`src/rtl/chess_pkg.sv`:
```
// Shared definitions for the move-generation / move-collection datapath.
// Holds the piece and colour codes used by the square units, the move-word
// flag positions, the invalid-move constant and the move and FIFO widths.
package chess_pkg;

  localparam int unsigned MV_W      = 19;
  localparam int unsigned ENTRY_W   = 160;
  localparam int unsigned N_SLOTS   = 8;
  localparam int unsigned SLOT_BITS = N_SLOTS * MV_W;   // 152; bits above are padding

  typedef enum logic [2:0] {
    PC_NONE   = 3'd0,
    PC_PAWN   = 3'd1,
    PC_KNIGHT = 3'd2,
    PC_BISHOP = 3'd3,
    PC_ROOK   = 3'd4,
    PC_QUEEN  = 3'd5,
    PC_KING   = 3'd6
  } piece_e;

  typedef enum logic {
    CL_WHITE = 1'b0,
    CL_BLACK = 1'b1
  } colour_e;

  // Move-word flag bit positions
  localparam int unsigned MF_INVALID = 18;
  localparam int unsigned MF_PROMOTE = 17;
  localparam int unsigned MF_PAWN_MV = 16;
  localparam int unsigned MF_PAWN2   = 15;
  localparam int unsigned MF_EP      = 14;
  localparam int unsigned MF_CASTLE  = 13;
  localparam int unsigned MF_CAPTURE = 12;

  // Invalid-move word written by square units into unused move slots
  localparam logic [MV_W-1:0] IMOV = {1'b1, {(MV_W-1){1'b0}}};

  typedef enum logic [2:0] {
    ST_IDLE   = 3'd0,
    ST_WAIT   = 3'd1,
    ST_SCAN   = 3'd2,
    ST_READ   = 3'd3,
    ST_UNPACK = 3'd4,
    ST_FINISH = 3'd5
  } mc_state_e;

endpackage

```
`src/rtl/move_slot_pick.sv`:
```
// Priority picker over the eight move slots of one FIFO entry.
//   mask_i : per-slot "still to be emitted" flags
//   idx_o  : index of the highest set bit (slot 7 has priority)
//   any_o  : at least one bit of mask_i is set
module move_slot_pick (
  input  logic [7:0] mask_i,
  output logic [2:0] idx_o,
  output logic       any_o
);

  always_comb begin
    idx_o = '0;
    any_o = |mask_i;
    // Ascending scan, so the highest set bit is the last one written
    for (int unsigned i = 0; i < 8; i++) begin
      if (mask_i[i]) idx_o = i[2:0];
    end
  end

endmodule

```
`src/rtl/move_collector.sv`:
```
// Drains the per-square move FIFOs once every square unit reports done,
// unpacks each 160-bit entry into eight 19-bit slots and streams the valid
// moves one per cycle over a valid/ready handshake.
//   clk, reset          : clock, asynchronous active-high reset
//   start               : one-cycle pulse starting a pass (honoured in IDLE only)
//   sq_done, sq_empty   : per-square done and FIFO-empty flags
//   sq_rden, sq_sel     : one-hot FIFO read strobe and external data-mux select
//   sq_data             : selected FIFO output, valid the cycle after sq_rden
//   mv_valid/mv_data/mv_ready : outgoing move stream
//   mv_count            : saturating count of moves accepted this pass
//   busy, list_done     : not idle / pass complete (held until next start)
module move_collector
  import chess_pkg::*;
#(
  parameter int unsigned N_SQ  = 64,
  parameter int unsigned SQ_W  = 6,
  parameter int unsigned CNT_W = 10
) (
  input  logic               clk,
  input  logic               reset,
  input  logic               start,
  input  logic [N_SQ-1:0]    sq_done,
  input  logic [N_SQ-1:0]    sq_empty,
  output logic [N_SQ-1:0]    sq_rden,
  output logic [SQ_W-1:0]    sq_sel,
  input  logic [ENTRY_W-1:0] sq_data,
  output logic               mv_valid,
  output logic [MV_W-1:0]    mv_data,
  input  logic               mv_ready,
  output logic [CNT_W-1:0]   mv_count,
  output logic               busy,
  output logic               list_done
);

  mc_state_e            state_q, state_d;
  logic [SQ_W-1:0]      sel_q, sel_d;
  logic [SLOT_BITS-1:0] slots_q, slots_d;
  logic [N_SLOTS-1:0]   mask_q, mask_d, mask_eff;
  logic [2:0]           idx_q, idx_d;
  logic                 valid_q, valid_d;
  logic [MV_W-1:0]      data_q, data_d;
  logic [CNT_W-1:0]     cnt_q, cnt_d;
  logic                 done_q, done_d;
  logic                 hshake;
  logic [2:0]           pick_idx;
  logic                 pick_any;
  logic                 unused_pad;

  assign unused_pad = ^sq_data[ENTRY_W-1:SLOT_BITS];
  assign hshake     = valid_q & mv_ready;

  // Mask as it will be after the current handshake; the picker looks at
  // this so the next slot can be presented back-to-back.
  always_comb begin
    mask_eff = mask_q;
    if (hshake) mask_eff[idx_q] = 1'b0;
  end

  move_slot_pick u_pick (
    .mask_i (mask_eff),
    .idx_o  (pick_idx),
    .any_o  (pick_any)
  );

  always_ff @(posedge clk or posedge reset) begin
    if (reset) begin
      state_q <= ST_IDLE;
      sel_q   <= '0;
      slots_q <= '0;
      mask_q  <= '0;
      idx_q   <= '0;
      valid_q <= 1'b0;
      data_q  <= '0;
      cnt_q   <= '0;
      done_q  <= 1'b0;
    end else begin
      state_q <= state_d;
      sel_q   <= sel_d;
      slots_q <= slots_d;
      mask_q  <= mask_d;
      idx_q   <= idx_d;
      valid_q <= valid_d;
      data_q  <= data_d;
      cnt_q   <= cnt_d;
      done_q  <= done_d;
    end
  end

  always_comb begin
    state_d = state_q;
    sel_d   = sel_q;
    slots_d = slots_q;
    mask_d  = mask_q;
    idx_d   = idx_q;
    valid_d = valid_q;
    data_d  = data_q;
    cnt_d   = cnt_q;
    done_d  = done_q;
    sq_rden = '0;

    unique case (state_q)
      ST_IDLE: begin
        if (start) begin
          cnt_d   = '0;
          done_d  = 1'b0;
          state_d = ST_WAIT;
        end
      end
      ST_WAIT: begin
        if (&sq_done) begin
          sel_d   = '0;
          state_d = ST_SCAN;
        end
      end
      ST_SCAN: begin
        if (!sq_empty[sel_q]) begin
          sq_rden[sel_q] = 1'b1;
          state_d        = ST_READ;
        end else if (sel_q == SQ_W'(N_SQ - 1)) begin
          state_d = ST_FINISH;
        end else begin
          sel_d = sel_q + 1'b1;
        end
      end
      ST_READ: begin
        slots_d = sq_data[SLOT_BITS-1:0];
        for (int unsigned i = 0; i < N_SLOTS; i++) begin
          mask_d[i] = ~sq_data[MV_W*i + MF_INVALID];
        end
        state_d = ST_UNPACK;
      end
      ST_UNPACK: begin
        // A presented move is held untouched until it is accepted
        if (!(valid_q && !mv_ready)) begin
          if (hshake && (cnt_q != '1)) cnt_d = cnt_q + 1'b1;
          mask_d = mask_eff;
          if (pick_any) begin
            valid_d = 1'b1;
            idx_d   = pick_idx;
            data_d  = slots_q[int'(pick_idx)*MV_W +: MV_W];
          end else begin
            valid_d = 1'b0;
            state_d = ST_SCAN;
          end
        end
      end
      ST_FINISH: begin
        done_d  = 1'b1;
        state_d = ST_IDLE;
      end
      default: state_d = ST_IDLE;
    endcase
  end

  assign sq_sel    = sel_q;
  assign mv_valid  = valid_q;
  assign mv_data   = data_q;
  assign mv_count  = cnt_q;
  assign busy      = (state_q != ST_IDLE);
  assign list_done = done_q;

endmodule

```
`config.mk`:
```
export PLATFORM = sky130hd
export DESIGN_NAME = move_collector
export DESIGN_NICKNAME = d
export VERILOG_FILES = /design/src/rtl/chess_pkg.sv /design/src/rtl/move_slot_pick.sv /design/src/rtl/move_collector.sv
export SDC_FILE = /design/constraint.sdc
export NUM_CORES = 1
export LEC_CHECK = 0
export ABC_AREA = 1
export BUFFER_PORTS_ARGS = -buffer_cell sky130_fd_sc_hd__buf_2
export CAP_MARGIN = 20
export CORE_MARGIN = 2
export CORE_UTILIZATION = 46
export DETAILED_ROUTE_END_ITERATION = 12
export PLACE_DENSITY_LB_ADDON = 0.15
export SYNTH_ARGS = -nofsm -noshare
export SYNTH_HDL_FRONTEND = slang
export SYNTH_HIERARCHICAL = 1
export SYNTH_SLANG_ARGS = --single-unit
```
`constraint.sdc`:
```
create_clock -name clk -period 6.1 [get_ports clk]
set_input_delay 0.305 -clock clk [delete_from_list [all_inputs] [get_ports clk]]
set_output_delay 0.305 -clock clk [all_outputs]
set_load 0.01 [all_outputs]
```
# Word level (Yosys, flattened, before mapping)
# Cells that the tools add are included.
[totals]
mem_bits_rw = 0
reg_bits = 203
output_inout_bits = 102
elab_cells = 100
n_memories = 0
in_bits = 292
latch_bits = 0
romBits = 0
[op_classes]
reduce_logical = 20
n_bitwise = 12
n_mux = 36
addsub = 2
shift = 1
magnitude_cmp = 4
n_mul = 1
eq_ne = 15
n_div = 0
[ops]
columns = ["operator", "n"]
rows = [
  ["$shiftx A152 B9 Y19", 1],
  ["$mux W64", 2],
  ["$reduce_and A64 Y1", 1],
  ["$mux W10", 3],
  ["$mux W3", 10],
  ["$pmux W10 S2", 1],
  ["$mux W6", 3],
  ["$mux W8", 2],
  ["$pmux W8 S2", 1],
  ["$pmux W3 S5", 1],
  ["$ne A2 B2 Y1 const B", 7],
  ["$pmux W6 S2", 1],
  ["$add A10 B1 Y10 const B", 1],
  ["$ne A10 B10 Y1 const B", 1],
  ["$not A1 Y1", 9],
  ["$and A8 B8 Y8", 1],
  ["$mul A3 B5 Y8 const B", 1],
  ["$not A8 Y8", 1],
  ["$reduce_and A4 Y1", 2],
  ["$reduce_bool A2 Y1", 4],
  ["$reduce_or A8 Y1", 1],
  ["$lt A6 B7 Y1 const B", 1],
  ["$add A6 B1 Y6 const B", 1],
  ["$bmux W1 S6", 1],
  ["21 further kinds", 34],
]

# Depth between registers and ports, before layout
# Gate-level depths: netlist of run 1.
[depth]
ltp_word = 16
depth_mapped = 18
depth_no_buf = 16

# By module
# Netlist of run 1, hierarchy kept.
[modules_own_cells]
columns = ["module", "cells_per_inst", "n_inst", "seq_area_each_um2", "area_each_um2"]
rows = [
  ["move_collector", 1194, 1, 5079.9, 10799.1],
  ["move_slot_pick", 20, 1, 0.0, 77.6],
]

# Least setup slack after synthesis of run 1
# OpenSTA, ideal clock, no wires.
[synth_timing]
path_kind = "reg2reg"
start = "register valid_q, in the netlist mv_valid"
end = "register data_q[1], in the netlist mv_data[1]"
path_slack_ns = 3.765
required_time_ns = 5.976
setup_ns = 0.124
stages_incl_launch_ff = 17
t_arrival_ns = 2.211
period_less_slack_ns = 2.335
n_path_buf = 2
cell_sequence = "dfrtp_1 > nand2_1 > nor3_1 > a21oi_1 > inv_1 > nand2_1 > nand2_1 > nand2_1 > nand2_1 > nand2_1 > nand2_1 > clkbuf_1 > buf_2 > mux2i_1 > o221ai_1 > o211ai_1 > nand2_1"
[synth_between]
elab_cells_between_ends = 15
classes_between = "1 x mul; 1 x shift; 8 x mux; 2 x bitwise; 3 x reduce/logical"
[synth_lines]
columns = ["item", "line_no", "rtl"]
rows = [
  ["from (decl)", "move_collector.sv:40", "logic valid_q, valid_d;"],
  ["from (signal assigned)", "move_collector.sv:82", "valid_q <= valid_d;"],
  ["$and A1 B1 Y1", "move_collector.sv:50", "assign hshake = valid_q & mv_ready;"],
  ["$mux W8", "move_collector.sv:56", "if (hshake) mask_eff[idx_q] = 1'b0;"],
  ["named net mask_eff[2]", "move_collector.sv:38", "logic [N_SLOTS-1:0] mask_q, mask_d, mask_eff;"],
  ["$mux W2 (2 in a row)", "move_slot_pick.sv:16", "if (mask_i[i]) idx_o = i[2:0];"],
  ["$mux W3 (4 in a row)", "move_slot_pick.sv:16", ""],
  ["named net pick_idx[0]", "move_collector.sv:45", "logic [2:0] pick_idx;"],
  ["$mul A3 B5 Y8", "move_collector.sv:140", "data_d = slots_q[int'(pick_idx)*MV_W +: MV_W];"],
  ["$shiftx A152 B9 Y19", "move_collector.sv:140", ""],
  ["to (signal assigned)", "move_collector.sv:83", "data_q <= data_d;"],
  ["to (decl)", "move_collector.sv:41", "logic [MV_W-1:0] data_q, data_d;"],
]
# The timed path passes the listed nets, and every way through them passes these cells.
# A chain may end at the register's enable or synchronous reset.

# Worst setup path after layout of run 1
[layout_timing]
start = "register sel_q[0], in the netlist sq_sel[0]"
end = "output port sq_rden[0]"
[layout_between]
elab_chain_cells = 6
elab_cells_between_ends = 9
classes_between = "2 x order compare; 6 x mux; 1 x reduce/logical"
[layout_rtl]
columns = ["item", "line_no", "rtl"]
rows = [
  ["from (decl)", "move_collector.sv:36", "logic [SQ_W-1:0] sel_q, sel_d;"],
  ["from (signal assigned)", "move_collector.sv:78", "sel_q <= sel_d;"],
  ["$lt A6 B7 Y1 (not written as such) or $ge A6 B1 Y1 (tied branches)", "move_collector.sv:117", "sq_rden[sel_q] = 1'b1;"],
  ["$logic_and A1 B1 Y1 (not written as such)", "move_collector.sv:117", ""],
  ["$mux W1 (not written as such)", "move_collector.sv:117", ""],
  ["$demux W1 S6", "move_collector.sv:117", ""],
  ["$mux W64 (*)", "move_collector.sv:116", "if (!sq_empty[sel_q]) begin"],
  ["$mux W64 (*)", "move_collector.sv:101", "unique case (state_q)"],
  ["to (decl)", "move_collector.sv:24", "output logic [N_SQ-1:0] sq_rden,"],
]
# Mark *: on every way between the ends. The rest lies on a longest branch, timed or not. The select of a mux whose other input is x is not followed.

==> impl_metrics.env, run 1 <==
export IMPL_area_growth_pct=30.6
export IMPL_cts_buffer_depth=3
export IMPL_fillers=2115
export IMPL_fmax_mhz=275
export IMPL_cts_root_buf="clkbuf_16"
export IMPL_rows=56
export IMPL_ys_ff_latch=203
export IMPL_drt_vias_per_instance=5.12
export IMPL_rrSetupSlack_ns=2.82
export IMPL_finalNetCount=1905
export IMPL_max_slew_margin=0.289
export IMPL_status="finished, final reports clean"
export IMPL_synth_seq_area_share=0.467
export IMPL_clk_latency_ns=0.52
export IMPL_crit_path_end_kind="primary output"
export IMPL_crit_fanout=35
export IMPL_worstPathArrival_ns=3.32
export IMPL_mostFrequentLayoutCell="buf_2"
export IMPL_grt_max_degree=138
export IMPL_cts_tree="built"
export IMPL_stdcell_area_sq_mm=0.0142
export IMPL_syn_nets=1508
export IMPL_synthCells=1214
export IMPL_drt_first_iter_violations=612
export IMPL_netlist_area_sq_mm=0.0109
export IMPL_rr_endpoint="mv_data[16]"
export IMPL_worst_slack_ns=2.47
export IMPL_r2r_worst_path_cells=11
export IMPL_initial_utilization=0.466
export IMPL_finalCriticalPeriod_ns=3.63
export IMPL_route_detailed_drc=0
export IMPL_finalHoldViolCount=0
export IMPL_drtAntennaViolNets=0
export IMPL_path_clk_slew_ns=0.06
export IMPL_swShare=0.391
export IMPL_postPlaceCellArea_sq_mm=0.0130
export IMPL_drv_slew=0
export IMPL_timing_final_crit_share=0.595
export IMPL_post_cts_setup_buffers=0
export IMPL_die_y_microns=158
export IMPL_cts_max_level=1
export IMPL_drv_cap=0
export IMPL_ys_flop_type="dfrtp_1"
export IMPL_die_area_sq_mm=0.0249
export IMPL_regArea_sq_mm=0.00508
export IMPL_hp_class="input pin to asynchronous set/reset pin"
export IMPL_crit_path_start_kind="register"
export IMPL_cts_sinks=203
export IMPL_critical_path_required_ns=5.79
export IMPL_grt_pass1_wl_microns=51300
export IMPL_muxShareOfSynthArea=0.167
export IMPL_setup_tns_ns=0
export IMPL_grt_pass1_vias=9828
export IMPL_synth_xor_area_frac=0.00403
export IMPL_grt_overflow=0
export IMPL_synth_top_family_by_area="simple AND/OR/NAND/NOR gates"
export IMPL_setup_viol=0
export IMPL_yosys_warnings=6
export IMPL_seqPwrFrac=0.346
export IMPL_critical_path_class="register to primary output"
export IMPL_ys_async_sr_fraction=1.00
export IMPL_final_cell_mix="buf_2 (385), nand2_1 (204), dfrtp_1 (203)"
export IMPL_cts_resized=0
export IMPL_multi_input_area_sq_mm=0.00504
export IMPL_rsz0062_at_grt="false"
export IMPL_worstMarginPinSlew_ns=1.07
export IMPL_grt_usage=0.262
export IMPL_fin_cells=1953
export IMPL_dp_hpwl_microns=24100
export IMPL_dpl_cell_count=1864
export IMPL_wl_per_cell_microns=17.2
export IMPL_dr_total_vias=9991
export IMPL_firstDrtPassIters=5
export IMPL_p_switching_w=0.00261
export IMPL_cts_buffers=23
export IMPL_drive_gt1_frac=0.371
export IMPL_yosysUniqueCellTypes=43
export IMPL_cell_internal_pwr_w=0.00407
export IMPL_synth_compound_area_frac=0.0942
export IMPL_fin_skew_ns=0.0266
export IMPL_synth_edf_count=0
export IMPL_die_w_microns=158
export IMPL_wl_microns=33600
export IMPL_synthAdderAreaFrac=0.00230
export IMPL_power_density_mw_per_mm2=470
export IMPL_antenna_found_initial=10
export IMPL_p_leak_nw=7.21
export IMPL_p_comb_frac=0.445
export IMPL_synthSimpleGateAreaFrac=0.194
export IMPL_core_sq_mm=0.0233
export IMPL_io_pins=394
export IMPL_p_clk_frac=0.208
export IMPL_avgSynthCellArea_sq_um=8.96
export IMPL_ir_worst_vdd_mv=0.339
export IMPL_place_congestion=0.876
export IMPL_pre_cts_ws_ns=2.82
export IMPL_place_port_buffers=385
export IMPL_regToRegStartpoint="state_q[0]"
==> cell type report <==
| cell class | instances | area share |
|---|---|---|
| repair buffers | 435 | 0.169 |
| multi-input cells | 820 | 0.355 |
| clock buffers | 34 | 0.0491 |
| diodes | 8 | 0.00141 |
| clock inverters | 6 | 0.00511 |
| flip-flops and latches | 203 | 0.358 |
| well taps | 319 | 0.0281 |
| inverters | 128 | 0.0345 |
==> sequential cells by signal (all words and copies together) (netlist names) <==
name and count:
mv_count 10, list_done 1, mv_valid 1, sq_sel 6
slots_q 152, mv_data 19, state_q 3, mask_q 8
idx_q 3
==> per-layer routing <==
metal  global-route usage  vias up  routed length, microns
met2                0.455      303                   16500
met5                    0        -                      32
met1                0.318     4761                   13800
li1                     -     4851                       -
met3               0.0643       70                    2260
met4               0.0900        6                    1050
==> synth_stat cells (2+ instances only) <==
cell        n  area [sq um]
mux2i_1    19           190
nor2_2      3          18.8
a31oi_1     2          12.5
buf_4       2          15.0
buf_6       2          22.5
nand3_1    44           220
nor3_1     21           105
inv_1     124           465
nand2_1   206           773
or2_2       3          18.8
buf_2      21           105
xor2_1      4          35.0
mux2_2    144          1620
o31ai_1     2          15.0
o21ai_1    12          60.1
inv_2       2          7.51
nand4_1    13          81.3
o21ai_2     3          26.3
o22ai_1     6          37.5
clkbuf_1   36           135
o32ai_1    19           166
nand3_4     7           123
o221ai_1   19           166
nor2_4      2          22.5
dfrtp_1   203          5080
a21oi_1    10          50.1
o211ai_1   19           143
ha_1        2          25.0
o21ai_0    66           330
or2_1       3          18.8
nor2_1    183           687
==> critical path, cell delays in order (launching register included) <==
cell and delay, ns:
dfrtp_1 0.39, inv_2 0.50, nand2_1 0.11, nand3_1 0.12, nand2_1 0.05, o21ai_1 0.15, nand2_1 0.08, nor2_1 0.19
nand3_2 0.29, inv_4 0.28, nand3_4 0.14, nor2_1 0.30, buf_2 0.20
==> stage by stage <==
| step | power (W) | hold slack [ns] | utilization |
|---|---|---|---|
| global placement | 0.00522 | 0.459 | 0.557 |
| finish | 0.00668 | 0.00165 | 0.609 |
| CTS | 0.00674 | 0.000332 | 0.608 |
| detailed placement | 0.00530 | 0.461 | 0.557 |
| floorplan | 0.00444 | 0.448 | - |
| global route | 0.00716 | 0.00537 | 0.608 |
==> cells by family after synthesis <==
logic type,count (synthesis)
buffers and inverters,191
adders and majority gates,2
and+or+nand+nor,490
xor gates and xnor gates,5
AOI/OAI and AO/OA,160
muxes,163
DFF,203
==> power groups by stage <==
| stage | clock network (W) | registers (W) | logic [W] |
|---|---|---|---|
| floorplan | 0 | 0.00226 | 0.00218 |
| global placement | 0 | 0.00229 | 0.00293 |
| detailed placement | 0 | 0.00232 | 0.00298 |
| CTS | 0.00142 | 0.00230 | 0.00302 |
| global route | 0.00147 | 0.00239 | 0.00330 |
| finish | 0.00139 | 0.00231 | 0.00297 |
==> timing repair <==
item                                   4_1_cts  5_1_grt
setup endpoints to repair                    0        0
endpoints found under the hold margin       41        0
hold buffers                                41        0
==> worst max-delay path by stage <==
stage	end	slack [ns]	cells after the start	start
floorplan	idx_q[0]	0.26	1	reset
global placement	mv_data[13]	2.89	16	mv_ready
detailed placement	mv_data[16]	2.82	16	mv_ready
CTS	sq_rden[0]	2.46	12	sq_sel[0]
global route	sq_rden[0]	2.21	12	sq_sel[0]
finish	sq_rden[0]	2.47	12	sq_sel[0]
No activity file was read; power rests on OpenSTA's default activity.
==> run 2, diff against run 1 <==
ABC_AREA = 0   (was 1)
CORE_UTILIZATION = 45   (was 46)
clock period = 3 ns   (was 6.1 ns; I/O delays follow)
==> run 2 against run 1 <==
  * The run now ends with negative setup slack left
  * Area after synthesis decreased by 4.9%
  * Clock power is 91% higher
  * Combinational power is 110% higher
  * Cell area up 7.8%
  * First-iteration DRC count fell by 12%
  * Die area shrank 2.7%
  * Total power rose by 100%
  * Clock-buffer cell count decreased by 2
  * Core utilization up 7.0 points
  * Register-to-register slack got worse by 2.5 ns
  * Worst setup slack got worse by 2.9 ns
  * Critical path type unchanged
==> impl_metrics.env, run 2 <==
export IMPL_max_slew_margin=0.410
export IMPL_syn_nets=1123
export IMPL_cts_buffer_depth=3
export IMPL_drive_gt1_frac=0.527
export IMPL_drt_vias_per_instance=5.35
export IMPL_status="finished, violations left"
export IMPL_rows=55
export IMPL_mostFrequentLayoutCell="buf_2"
export IMPL_pre_cts_ws_ns=-0.0179
export IMPL_rrSetupSlack_ns=0.32
export IMPL_met1_usage=0.337
export IMPL_path_buf_inv=3
export IMPL_drv_slew=0
export IMPL_synth_area_top_cells="dfrtp_1 (49%), mux2_2 (18%), mux4_2 (10%)"
export IMPL_dr_total_vias=8932
export IMPL_finalCriticalPeriod_ns=3.45
export IMPL_slowest_delay_ns=0.56
export IMPL_critical_path_class="register to primary output"
export IMPL_initial_utilization=0.458
export IMPL_grt_pass1_wl_microns=49300
export IMPL_timing_final_crit_share=1.15
export IMPL_avgSynthCellArea_sq_um=12.5
export IMPL_use_met3=0.0478
export IMPL_synthCells=829
export IMPL_cts_buffers=23
export IMPL_path_clk_slew_ns=0.06
export IMPL_die_y_microns=156
export IMPL_grt_max_degree=76
export IMPL_place_port_buffers=385
export IMPL_core_sq_mm=0.0226
export IMPL_drv_cap=0
export IMPL_p_total_w=0.0136
export IMPL_grt_overflow=0
export IMPL_yosys_warnings=6
export IMPL_io_pins=394
export IMPL_ys_async_sr_fraction=1.00
export IMPL_path_delay_family="simple AND/OR/NAND/NOR gates"
export IMPL_yosysUniqueCellTypes=59
export IMPL_worstPathArrival_ns=3.30
export IMPL_gr_usage_met2=0.456
export IMPL_crit_path_start_kind="register"
export IMPL_crit_path_end_kind="primary output"
export IMPL_die_area_sq_mm=0.0242
export IMPL_grt_pass1_vias=9217
export IMPL_crit_chain="buf_12 > mux4_2 > a2111oi_4 > and3_4 > o211ai_4 > buf_6 > or4b_4 > nor2_2 > buf_2"
export IMPL_synth_edf_count=0
export IMPL_hp_class="input pin to register"
export IMPL_synth_seq_area_share=0.491
export IMPL_synth_top_area_frac=0.491
export IMPL_crit_fanout=8
export IMPL_die_w_microns=156
export IMPL_dp_hpwl_microns=22100
export IMPL_finalNetCount=1663
export IMPL_cts_max_level=1
export IMPL_yosys_cell_count_top_type="dfrtp_1"
export IMPL_top_register="slots_q"
export IMPL_grt_most_used_layer="met2"
export IMPL_critical_path_required_ns=2.85
export IMPL_fillers=1656
export IMPL_cts_sinks=203
export IMPL_cts_tree="built"
export IMPL_p_leak_nw=7.10
export IMPL_drt_first_iter_violations=538
export IMPL_worstMarginPinSlew_ns=0.879
export IMPL_drtAntennaViolNets=0
export IMPL_fin_skew_ns=0.00668
export IMPL_ys_top_cells_by_count="dfrtp_1 (203), mux2_2 (166), nor2_1 (93), mux4_2 (46), nand2_1 (43)"
export IMPL_wl_microns=32500
export IMPL_route_detailed_drc=0
export IMPL_violations="negative setup slack"
export IMPL_wl_per_cell_microns=19.5
export IMPL_clk_latency_ns=0.51
export IMPL_firstDrtPassIters=7
export IMPL_power_density_mw_per_mm2=886
export IMPL_setup_viol=64
export IMPL_final_cell_mix="buf_2 (379), dfrtp_1 (201), mux2_2 (166)"
export IMPL_grt_usage=0.259
export IMPL_finalHoldViolCount=0
export IMPL_netlist_area_sq_mm=0.0103
export IMPL_cp_slowest_cell="or4b_4"
export IMPL_ir_worst_vdd_mv=0.677
export IMPL_fmax_mhz=290
export IMPL_place_congestion=0.822
export IMPL_largest_reg_flops=152
export IMPL_area_growth_pct=48.0
export IMPL_ys_ff_latch=203
export IMPL_antenna_found_initial=3
export IMPL_cts_root_buf="clkbuf_16"
export IMPL_rsz0062_at_grt="true"
export IMPL_ys_flop_type="dfrtp_1"
export IMPL_worst_slack_ns=-0.446
export IMPL_yosys_area_top_type="dfrtp_1"
==> run 2: kinds of logic after synthesis <==
logic type,share of synthesized area
AOI/OAI and AO/OA,0.0464
xor gates and xnor gates,0.00677
adders and majority gates,0.00242
buffers and inverters,0.0304
DFF,0.491
muxes,0.315
and+or+nand+nor,0.108
==> run 2: repair_timing <==
item	CTS	global route
setup endpoints to repair	64	64
pin swaps	9	9
endpoints found under the hold margin	181	0
buffers inserted	3	0
gates cloned	1	0
resized for setup	24	36
hold buffers	154	0
==> run 2: power by group <==
group / leakage [nW] / switching [W] / internal [W]
Sequential: 2.39 / 0.000765 / 0.00406
Combinational: 4.34 / 0.00252 / 0.00357
Clock: 0.358 / 0.00112 / 0.00154
==> run 2: metal layers <==
metal  part of all wire  wire, microns
met4              0.017            559
met3              0.059           1900
met2               0.51          16700
met1               0.41          13400
met5            0.00040             13
==> run 2: layout make-up <==
cell class / count / area [sq um] / area share
Multi-Input combinational cell: 552 / 5130 / 0.335
Sequential cell: 203 / 5080 / 0.332
Timing Repair Buffer: 578 / 3980 / 0.260
Clock buffer: 32 / 659 / 0.0431
Tap cell: 285 / 357 / 0.0233
Clock inverter: 8 / 57.6 / 0.00376
Inverter: 11 / 45.0 / 0.00294
Antenna cell: 2 / 5.00 / 0.000327
==> run 2: through the flow <==
stage                     std cells  hold WS [ns]   util  area [sq um]  TNS [ns]
after floorplan                 829         0.301      -         10400         0
final                          1671         0.109  0.678         15300    -20.68
after global routing           1671         0.177  0.678         15300    -27.44
after global placement         1471         0.313  0.566         12800         0
after CTS                      1669        0.0932  0.673         15200    -21.70
after detailed placement       1471         0.318  0.566         12800   -0.0893
==> run 2: worst paths after layout <==
kind                       cells after the start        from           end
min                                            4       start     list_done
max                                            9   sq_sel[0]    sq_rden[1]
min reg2reg                                    2  mv_data[7]    mv_data[7]
max reg2reg                                   10   sq_sel[4]     sq_sel[3]
max in group asynchronous                      4       reset   slots_q[64]
min in group asynchronous                      3       reset  slots_q[108]
==> run 2: worst register-to-register path, stage by stage (launching register included) <==
cell      delay (ns)
dfrtp_1         0.60
buf_4           0.20
or3b_2          0.57
nor2_1          0.14
a32oi_1         0.06
and4b_2         0.28
o211ai_4        0.09
buf_4           0.14
buf_4           0.16
a211oi_1        0.08
a31o_2          0.25
==> run 3, diff against run 2 <==
GPL_TIMING_DRIVEN = 0   (was default)
==> run 3 against run 2 <==
  * The flow still finishes with violations (negative setup slack)
  * Worst setup slack lost 0.076 ns
  * Clock skew increased by 0.012 ns
  * Largest cell class unchanged
  * Maximum frequency shrank 2.2%
  * Worst hold slack worse by 0.042 ns
  * Combinational power rose by 1%
  * Via count is 3.8% higher
  * First-iteration DRC count increased by 11%
==> impl_metrics.env, run 3 (synthesized netlist as in run 2, its figures left out) <==
export IMPL_critical_path_required_ns=2.85
export IMPL_cts_root_buf="clkbuf_16"
export IMPL_fmax_mhz=284
export IMPL_cts_sinks=203
export IMPL_power_density_mw_per_mm2=906
export IMPL_die_y_microns=156
export IMPL_utilization=0.681
export IMPL_area_growth_pct=48.7
export IMPL_grt_max_degree=43
export IMPL_crit_path_start_kind="register"
export IMPL_worst_slack_ns=-0.522
export IMPL_status="finished, violations left"
export IMPL_mostFrequentLayoutCell="buf_2"
export IMPL_die_w_microns=156
export IMPL_dr_total_vias=9267
export IMPL_drtAntennaViolNets=0
export IMPL_initial_utilization=0.458
export IMPL_drv_cap=0
export IMPL_top_register="slots_q"
export IMPL_p_leak_nw=7.10
export IMPL_drv_slew=0
export IMPL_cts_buffers=23
export IMPL_rsz0062_at_grt="true"
export IMPL_worstMarginPinSlew_ns=0.960
export IMPL_grt_pass1_vias=9572
export IMPL_setup_tns_ns=-26.51
export IMPL_finalNetCount=1690
export IMPL_core_sq_mm=0.0226
export IMPL_fillers=1698
export IMPL_max_slew_margin=0.360
export IMPL_finalHoldViolCount=0
export IMPL_antenna_found_initial=1
export IMPL_grt_overflow=0
export IMPL_dp_hpwl_microns=25300
export IMPL_wl_per_cell_microns=21.1
export IMPL_drt_vias_per_instance=5.46
export IMPL_violations="negative setup slack"
export IMPL_timing_final_crit_share=1.17
export IMPL_fin_hold_ws_ns=0.0667
export IMPL_route_met3_wl_microns=2560
export IMPL_maxUsedRoutingLayer="met4"
export IMPL_die_area_sq_mm=0.0242
export IMPL_largest_reg_flops=152
export IMPL_fin_skew_ns=0.0190
export IMPL_place_port_buffers=385
export IMPL_grt_pass1_wl_microns=54100
export IMPL_place_congestion=0.821
export IMPL_crit_fanout=8
export IMPL_finalCriticalPeriod_ns=3.52
export IMPL_grt_usage=0.290
export IMPL_firstDrtPassIters=5
export IMPL_io_pins=394
export IMPL_drive_gt1_frac=0.513
export IMPL_path_clk_slew_ns=0.06
export IMPL_rows=55
export IMPL_cts_max_level=1
export IMPL_ir_worst_vdd_mv=0.621
export IMPL_route_met2_wl_microns=18200
export IMPL_drt_first_iter_violations=597
export IMPL_route_detailed_drc=0
export IMPL_crit_path_end_kind="primary output"
export IMPL_wl_microns=35900
export IMPL_worstPathArrival_ns=3.37
export IMPL_clk_latency_ns=0.53
export IMPL_cts_tree="built"
export IMPL_wl_met1_microns=14300
export IMPL_cts_buffer_depth=3
export IMPL_final_cell_mix="buf_2 (380), dfrtp_1 (202), mux2_2 (166)"
export IMPL_hp_class="input pin to register"
export IMPL_critical_path_class="register to primary output"
export IMPL_setup_viol=64
## run 3: where the power goes
part | total, W | switching, W | internal [W]
combinational | 0.00617 | 0.00275 | 0.00342
sequential | 0.00483 | 0.000772 | 0.00406
clock | 0.00293 | 0.00117 | 0.00176
total | 0.0139 | 0.00468 | 0.00925
## run 3: final timing paths
path	cells after the start	end	slack (ns)	start
max	9	sq_rden[4]	-0.52	sq_sel[0]
min	4	list_done	0.07	start
max reg2reg	11	state_q[0]	0.14	sq_sel[0]
min reg2reg	2	mv_data[0]	0.48	mv_data[0]
max in group asynchronous	6	slots_q[49]	1.58	reset
min in group asynchronous	3	slots_q[109]	0.27	reset
## run 3: cell type report
class	instances	area (sq um)	share of cell area
Antenna cell	1	2.50	0.000163
Buffer	54	274	0.0178
Clock buffer	33	683	0.0444
Clock inverter	8	111	0.00724
Inverter	11	45.0	0.00293
Multi-Input combinational cell	552	5120	0.333
Sequential cell	203	5080	0.330
Tap cell	285	357	0.0232
Timing Repair Buffer	551	3700	0.241
## run 3: per-stage QoR
step / instances / setup WS (ns) / total power (W) / instance area, sq um
floorplan: 829 / 0.0721 / 0.00888 / 10400
detailed placement: 1504 / -0.552 / 0.0106 / 12700
global placement: 1499 / -1.17 / 0.0104 / 12600
global route: 1698 / -0.630 / 0.0147 / 15400
CTS: 1699 / -0.544 / 0.0140 / 15300
finish: 1698 / -0.522 / 0.0139 / 15400
## run 3: worst max-delay path, cell delays in order, from the launching register on
cell,delay (ns)
dfrtp_2,0.46
buf_8,0.16
mux4_2,0.54
nor2b_4,0.16
a2111oi_4,0.21
and3_4,0.26
o211ai_4,0.08
or4b_4,0.68
nor2_4,0.18
buf_6,0.13
## run 3: metal layers
metal | track usage | vias to the layer above
met3 | 0.0672 | 57
met1 | 0.365 | 4670
met5 | 0 | -
met4 | 0.0756 | 0
met2 | 0.508 | 372
li1 | - | 4168
## run 3: repair_timing
action,CTS,global route
gates cloned,1,0
hold buffers,154,0
resized for setup,54,61
hold endpoints to repair,181,0
pin swaps,10,8
setup endpoints to repair,83,106
buffers inserted,5,2
